`config.mk`:
```
export PLATFORM = sky130hd
export DESIGN_NAME = jtframe_ptr_inputs
export DESIGN_NICKNAME = d
export VERILOG_FILES = /design/src/rtl/jtframe_ptr_pkg.sv /design/src/rtl/jtframe_4way_filt.sv /design/src/rtl/jtframe_ptr_inputs.sv
export SDC_FILE = /design/constraint.sdc
export NUM_CORES = 1
export LEC_CHECK = 0
export ABC_AREA = 1
export CORE_MARGIN = 3
export CORE_UTILIZATION = 35
export DETAILED_ROUTE_END_ITERATION = 8
export PLACE_DENSITY_LB_ADDON = 0.3
export RECOVER_POWER = 50
export SYNTH_ARGS = -nofsm -noshare
export SYNTH_HDL_FRONTEND = slang
export SYNTH_SLANG_ARGS = --single-unit
export TNS_END_PERCENT = 10
```
`constraint.sdc`:
```
create_clock -name clk -period 3.05 [get_ports clk]
set_clock_uncertainty 0.1 [all_clocks]
set_input_delay 0.7625 -clock clk [delete_from_list [all_inputs] [get_ports clk]]
set_output_delay 0.7625 -clock clk [all_outputs]
set_load 0.005 [all_outputs]
```
`src/rtl/jtframe_ptr_pkg.sv`:
```
// Shared definitions for the pointer/direction conditioning block.
// Holds the joystick direction bit indices, the default reset/step constants
// and the 9-to-8 bit saturating narrowing helper used on mouse deltas.
package jtframe_ptr_pkg;

    // Direction bit positions within a 4-bit joystick word
    localparam int DIR_UP = 3;
    localparam int DIR_DN = 2;
    localparam int DIR_LF = 1;
    localparam int DIR_RT = 0;

    localparam logic [7:0] PADDLE_RST_DEF = 8'h80;
    localparam logic [7:0] JOY_STEP_DEF   = 8'd4;

    // Signed 9-bit to signed 8-bit, clipping to -128..+127.
    // The value fits in 8 bits exactly when the two top bits agree.
    function automatic logic [7:0] sat9to8(input logic [8:0] v);
        if (v[8] != v[7])
            return v[8] ? 8'h80 : 8'h7F;
        return v[7:0];
    endfunction

endpackage

```
`src/rtl/jtframe_4way_filt.sv`:
```
// One 8-to-4-way joystick filter.
// Ports:
//   clk, rst_n  clock, synchronous active-low reset
//   en4way      1 = filter diagonals, 0 = pass the raw input through
//   joy_in      raw directions {up, down, left, right}
//   joy_out     registered filtered directions, same bit order
module jtframe_4way_filt
    import jtframe_ptr_pkg::*;
(
    input  logic       clk,
    input  logic       rst_n,
    input  logic       en4way,
    input  logic [3:0] joy_in,
    output logic [3:0] joy_out
);

    logic [3:0] out_q, out_d;
    logic       multi;

    // Clearing the lowest set bit leaves something only if >=2 bits are set
    assign multi = |(joy_in & (joy_in - 4'd1));

    always_comb begin
        out_d = out_q;
        if (!en4way || !multi) begin
            out_d = joy_in;
        end else if ((out_q & joy_in) == 4'd0) begin
            // Previous axis released: pick one direction by fixed priority
            if (joy_in[DIR_UP])      out_d = 4'b1000;
            else if (joy_in[DIR_DN]) out_d = 4'b0100;
            else if (joy_in[DIR_LF]) out_d = 4'b0010;
            else                     out_d = 4'b0001;
        end
        // otherwise a still-held previous direction stays selected
    end

    always_ff @(posedge clk) begin
        if (!rst_n) out_q <= 4'd0;
        else        out_q <= out_d;
    end

    assign joy_out = out_q;

endmodule

```
`src/rtl/jtframe_ptr_inputs.sv`:
```
// Pointer/direction conditioning for the input frame.
// - Four 8-to-4-way joystick filters (players 1-4), 1-cycle latency.
// - Mouse delta/button registers for players 1-2, loaded on mouse_st,
//   cleared while lock is high.
// - Absolute paddle position accumulated from mouse_dx, clamped to 0..255.
// Ports:
//   clk, rst_n              clock, synchronous active-low reset
//   en4way                  enable 4-way filtering
//   joy8way_Np / joy4way_Np raw / filtered directions per player
//   lock                    force mouse registers and buttons to 0
//   joy1, joy2              game joystick (only used for mouse emulation)
//   mouse_dx/dy/f/st/idx    incoming mouse event and its target player
//   mouse_1p/2p, but_1p/2p  {dy8, dx8} and buttons per player
//   paddle                  absolute paddle position
// Optional feature macro: JTFRAME_MOUSE_JOYEMU_EN -- when defined, a held
// joystick direction emulates mouse motion of +/-JOY_STEP per cycle.
module jtframe_ptr_inputs
    import jtframe_ptr_pkg::*;
#(
    parameter logic [7:0] PADDLE_RST = PADDLE_RST_DEF
`ifdef JTFRAME_MOUSE_JOYEMU_EN
   ,parameter logic [7:0] JOY_STEP   = JOY_STEP_DEF
`endif
) (
    input  logic        clk,
    input  logic        rst_n,
    input  logic        en4way,
    input  logic [3:0]  joy8way_1p,
    input  logic [3:0]  joy8way_2p,
    input  logic [3:0]  joy8way_3p,
    input  logic [3:0]  joy8way_4p,
    output logic [3:0]  joy4way_1p,
    output logic [3:0]  joy4way_2p,
    output logic [3:0]  joy4way_3p,
    output logic [3:0]  joy4way_4p,
    input  logic        lock,
    input  logic [3:0]  joy1,
    input  logic [3:0]  joy2,
    input  logic [8:0]  mouse_dx,
    input  logic [8:0]  mouse_dy,
    input  logic [7:0]  mouse_f,
    input  logic        mouse_st,
    input  logic        mouse_idx,
    output logic [15:0] mouse_1p,
    output logic [15:0] mouse_2p,
    output logic [2:0]  but_1p,
    output logic [2:0]  but_2p,
    output logic [7:0]  paddle
);

    // ---------------- 4-way filters ----------------
    logic [3:0][3:0] joy_raw, joy_flt;

    assign joy_raw = {joy8way_4p, joy8way_3p, joy8way_2p, joy8way_1p};

    jtframe_4way_filt u_filt [3:0] (
        .clk     (clk),
        .rst_n   (rst_n),
        .en4way  (en4way),
        .joy_in  (joy_raw),
        .joy_out (joy_flt)
    );

    assign joy4way_1p = joy_flt[0];
    assign joy4way_2p = joy_flt[1];
    assign joy4way_3p = joy_flt[2];
    assign joy4way_4p = joy_flt[3];

    // ---------------- mouse and paddle ----------------
    logic [15:0]       m1_q, m1_d, m2_q, m2_d;
    logic [2:0]        b1_q, b1_d, b2_q, b2_d;
    logic [7:0]        pad_q, pad_d;
    logic [7:0]        sdx, sdy;
    logic signed [9:0] pad_sum;

    assign sdx = sat9to8(mouse_dx);
    assign sdy = sat9to8(mouse_dy);

    // 10 bits hold 0..255 plus -256..255 without overflow
    assign pad_sum = $signed({2'b00, pad_q}) + $signed({mouse_dx[8], mouse_dx});

`ifdef JTFRAME_MOUSE_JOYEMU_EN
    logic [1:0] act_q, act_d;   // joystick was non-zero last cycle

    function automatic logic [15:0] joy_emu(input logic [3:0] j);
        logic [7:0] dx, dy;
        dx = 8'd0;
        dy = 8'd0;
        if (j[DIR_RT] && !j[DIR_LF]) dx = JOY_STEP;
        if (j[DIR_LF] && !j[DIR_RT]) dx = 8'd0 - JOY_STEP;
        if (j[DIR_UP] && !j[DIR_DN]) dy = JOY_STEP;
        if (j[DIR_DN] && !j[DIR_UP]) dy = 8'd0 - JOY_STEP;
        return {dy, dx};
    endfunction

    assign act_d = {joy2 != 4'd0, joy1 != 4'd0};

    always_ff @(posedge clk) begin
        if (!rst_n) act_q <= 2'b00;
        else        act_q <= act_d;
    end

    logic unused_ok;
    assign unused_ok = &{1'b0, mouse_f[7:3]};
`else
    logic unused_ok;
    assign unused_ok = &{1'b0, mouse_f[7:3], joy1, joy2};
`endif

    always_comb begin
        m1_d  = m1_q;
        m2_d  = m2_q;
        b1_d  = b1_q;
        b2_d  = b2_q;
        pad_d = pad_q;
`ifdef JTFRAME_MOUSE_JOYEMU_EN
        // Emulation only clears on the release edge so strobed values
        // persist while the joystick stays idle.
        if (joy1 != 4'd0)  m1_d = joy_emu(joy1);
        else if (act_q[0]) m1_d = 16'd0;
        if (joy2 != 4'd0)  m2_d = joy_emu(joy2);
        else if (act_q[1]) m2_d = 16'd0;
`endif
        if (mouse_st) begin
            if (pad_sum[9])      pad_d = 8'h00;
            else if (pad_sum[8]) pad_d = 8'hFF;
            else                 pad_d = pad_sum[7:0];
            if (!mouse_idx) begin
                m1_d = {sdy, sdx};
                b1_d = mouse_f[2:0];
            end else begin
                m2_d = {sdy, sdx};
                b2_d = mouse_f[2:0];
            end
        end
        if (lock) begin
            m1_d = 16'd0;
            m2_d = 16'd0;
            b1_d = 3'd0;
            b2_d = 3'd0;
        end
    end

    always_ff @(posedge clk) begin
        if (!rst_n) begin
            m1_q  <= 16'd0;
            m2_q  <= 16'd0;
            b1_q  <= 3'd0;
            b2_q  <= 3'd0;
            pad_q <= PADDLE_RST;
        end else begin
            m1_q  <= m1_d;
            m2_q  <= m2_d;
            b1_q  <= b1_d;
            b2_q  <= b2_d;
            pad_q <= pad_d;
        end
    end

    assign mouse_1p = m1_q;
    assign mouse_2p = m2_q;
    assign but_1p   = b1_q;
    assign but_2p   = b2_q;
    assign paddle   = pad_q;

endmodule

```
Yosys cells after proc, flatten, opt, wreduce, memory -nomap -nowiden:

Index checks and enable logic that the tools add are counted.

* bits of input ports: 56
* bits in registers: 62
* logic and storage cells: 80
* output and inout bits: 62

* muxes and demuxes: 30
* reductions and logical operators: 24
* add/sub/neg operators: 5
* equal/unequal tests: 2
* bitwise gates (word level): 10

Operator list (count)
* $mux 4: 16
* $mux 8: 8
* $and 4x4->4: 8
* $logic_not 4->1: 4
* $reduce_or 4->1: 4
* $sub 4x1->4 const B: 4
* $add 9x9->10: 1
* $mux 2: 4
* $reduce_bool 2->1: 4
* $logic_not 1->1: 5
* $logic_or 1x1->1: 4
* $reduce_and 2->1: 2
* $mux 1: 2
* $ne 1x1->1: 2
* $not 1->1: 2
* $reduce_or 2->1: 1

Logic depth before layout (Yosys ltp):

* depth in word-level cells: 6
* depth in mapped cells: 11
* depth with buffers taken out: 11

Modules after synthesis:

From an unflattened synthesis, not the netlist that was laid out.

* cell total of the unflattened synthesis: 481
* area, all modules: 3230.6 µm²

Modules (own cells, without submodules)
* jtframe_ptr_inputs: cells an instance 285, area an instance 2129.5 µm², instances 1, sequential area each 920.9 µm²
* jtframe_4way_filt: cells an instance 49, area an instance 275.3 µm², instances 4, sequential area each 80.1 µm²

Worst setup path before layout:

OpenSTA, ideal clock, no wires.

* kind: in2reg
* start point: in mouse_dx[0]
* end point: reg pad_q[0] (netlist: paddle[0])
* buffers on the path: 0
* data arrival time: 2.022 ns
* cell stages on the path: 10
* library setup time: 0.132 ns
* data required time: 2.818 ns
* setup slack: 0.796 ns
* cell sequence: ha_1 fa_1 nand3_1 nand2_1 nand2_1 nand3_1 nand2_1 nand2_1 nand2_1 a21oi_1

* word-level cells in the longest chain between the ends: 3

RTL lines
* start, declared: RTL line jtframe_ptr_inputs.sv:39 `input logic [8:0] mouse_dx,`
* $add 9x9->10 (*): RTL line jtframe_ptr_inputs.sv:80 `assign pad_sum = $signed({2'b00, pad_q}) + $signed({mouse_dx[8], mouse_dx});`
* $mux 8: RTL line jtframe_ptr_inputs.sv:126 `else if (pad_sum[8]) pad_d = 8'hFF;`
* $mux 8 (*): RTL line jtframe_ptr_inputs.sv:125 `if (pad_sum[9]) pad_d = 8'h00;`
* end signal, assigned: RTL line jtframe_ptr_inputs.sv:156 `pad_q <= pad_d;`
* end, declared: RTL line jtframe_ptr_inputs.sv:72 `logic [7:0] pad_q, pad_d;`

Every way passes the cells marked *; elsewhere a longest branch is shown, timed or not.
A chain may end at the register's enable or synchronous reset.

Worst setup path in the final report:

Ends and elaborated chain as after synthesis.

==> reports/results.tsv <==
metric	value	unit
dpl_cell_area	4110	µm²
finalInstanceArea	4300	µm²
grt_max_degree	39	
post_drt_wl_per_cell	13.3	µm
netlist_instances	414	
critPathLaunchType	input port	
use_met2	27.2	%
status	finished clean	
first_iter_violations	107	
drtAntennaViolNets	0	
final_core_utilization	53.9	%
yosysTopAreaCell	dfxtp_1	
crit_type	in -> reg	
drc	0	
grt_pass1_wl	14.2	mm
grt.busiest_layer	met2	
ios	118	
leakage	1.98	nW
fin_ws	413	ps
clock.fmax	379	MHz
final_cell_mix	nand2_1 (85), a21oi_1 (72), dfxtp_1 (62)	
hold_depth	2	
finalSetupViolations	0	
netlist_area	2950	µm²
critPathArrivalTime	2800	ps
min_path_type	reg -> reg	
holdCritStartpoint	u_filt[0].joy_out[0]	
diodes	0	
startpoint	mouse_dx[0]	
vias	3081	
clk_pin_slew	80	ps
crit_fanout	8	
endpoint_kind	flop	
antenna_found_initial	0	
grt_util_all_layers	17.8	%
reg2reg_depth	11	
report.final.slew_viol_count	0	
ir_drop	223	µV
hold_viol_final	0	
min_to	u_filt[0].joy_out[0]	
cts_buffers	9	
setup_tns	0	ps
final_common_cell	nand2_1	
finalCritPeriodShare	86.5	%
h-tree-depth	3	
cts_tree	built	
vias_per_cell	4.91	
cap_viol_max_count	0	
required	3210	ps
syn_area_per_cell	7.13	µm²
relSlewSlack	60.0	%
drive_gt1_share	6.10	%
die_h	97.8	µm
wl	8.37	mm
routabilityCongestion	0.816	
ys.warnings.count	0	
power_density	472	nW/µm²
synthFlopType	dfxtp_1	
cts.sinks	62	
yosysUniqueCellTypes	26	
synth.ff_latch_count	62	
async_flop_share	0	%
rsz0062_at_grt	false	
use_met1	22.9	%
synth.area.top_cells	dfxtp_1 (42%), a21oi_1 (12%), nand2_1 (11%), o21ai_0 (8.3%), inv_1 (5.3%)	
fin_crit	2640	ps
syn2layout_area_growth	45.6	%
grt_overflow	0	
yosysSeqAreaShare	42.1	%
first_global_vias	2966	
synth-edff-count	0	
cts_root_buffer	clkbuf_8	
place_hpwl	6.20	mm
post-cts-setup-buffers	0	
rrSetupSlack	1010	ps
postCtsHoldBufs	0	
die_area	9570	µm²
num-nets-final	589	
cts_buffer_depth	2	
power.total	0.00203	W
io_buffers	104	
clkLatencyLatePin	330	ps
fp.dieW	97.8	µm
cts-resized-gates	0	
initial_core_util	37.0	%
core	7970	µm²
use_met3	7.21	%
first_pass_iters	4	
rows	32	
worstMarginPinSlew	600	ps
synth_top_area_share	42.1	%
r2r-start	paddle[0]	
r2r_end	paddle[0]	
syn_nets	483	
dpl_worst_slack	80.4	ps
where the power goes:
group	internal, W	switching (W)	leakage [nW]	total [W]
Combinational	0.000206	0.000217	1.38	0.000422
Sequential	0.000853	0.0000302	0.508	0.000883
Clock	0.000378	0.000346	0.0914	0.000724
Total	0.00144	0.000593	1.98	0.00203
through the flow:
step	hold WS (ps)	instances
final	384	627
after global routing	407	627
after CTS	389	627
after detailed placement	378	611
after global placement	366	611
after floorplan	368	414
critical path: stages:
cell and delay, ps:
clkdlybuf4s50_1 450, ha_1 260, fa_1 420, nand3_1 100
nand2_1 100, nand2_1 90, nand2_1 50, nand2_1 60
nand2_1 190, nand2_1 120, nand2_1 60, a21oi_1 130
flip-flops by register name, summed over array words and instances (netlist names):
signal and cells:
paddle 8, but_1p 3, mouse_1p 16, mouse_2p 16, but_2p 3, u_filt.joy_out 16
synthesized netlist by cell type, types with 4 or more instances:
master / instances
nand2_1: 85
a21oi_1: 72
dfxtp_1: 62
o21ai_0: 49
inv_1: 42
nor2_1: 38
ha_1: 12
nand3_1: 9
clkbuf_1: 7
a22o_1: 4
o21ai_1: 4
xnor2_1: 4
final cells by class:
class / count / area [µm²]
Sequential cell: 62 / 1240
Clock inverter: 7 / 75.1
Tap cell: 102 / 128
Timing Repair Buffer: 109 / 1080
Multi-Input combinational cell: 294 / 1490
Fill cell: 755 / 3670
Clock buffer: 9 / 124
Inverter: 44 / 165
cell families after synthesis:
| kind of cell | count (synthesis) | synth area share [%] |
|---|---|---|
| adder cells (fa/ha/maj) | 13 | 5.77 |
| flip-flops | 62 | 42.1 |
| AND/OR/NAND/NOR | 143 | 19.5 |
| buffers and inverters | 58 | 7.55 |
| XOR/XNOR | 4 | 1.19 |
| AO/OA/AOI/OAI | 134 | 23.9 |
how the worst max path moves through the flow:
stage                     slack, ps  depth (start not counted)        end
after CTS                       430                         12  paddle[0]
after detailed placement         80                         12  paddle[0]
after global routing            240                         12  paddle[0]
final                           410                         12  paddle[0]
after floorplan                 800                         10  paddle[0]
after global placement          120                         12  paddle[6]
layer usage:
metal / routed length [µm] / share of wire [%]
met1: 3760 / 45
met2: 3720 / 44
met3: 825 / 9.9
met4: 60 / 0.72
met5: 0 / 0
(Power assumes the default switching activity.)
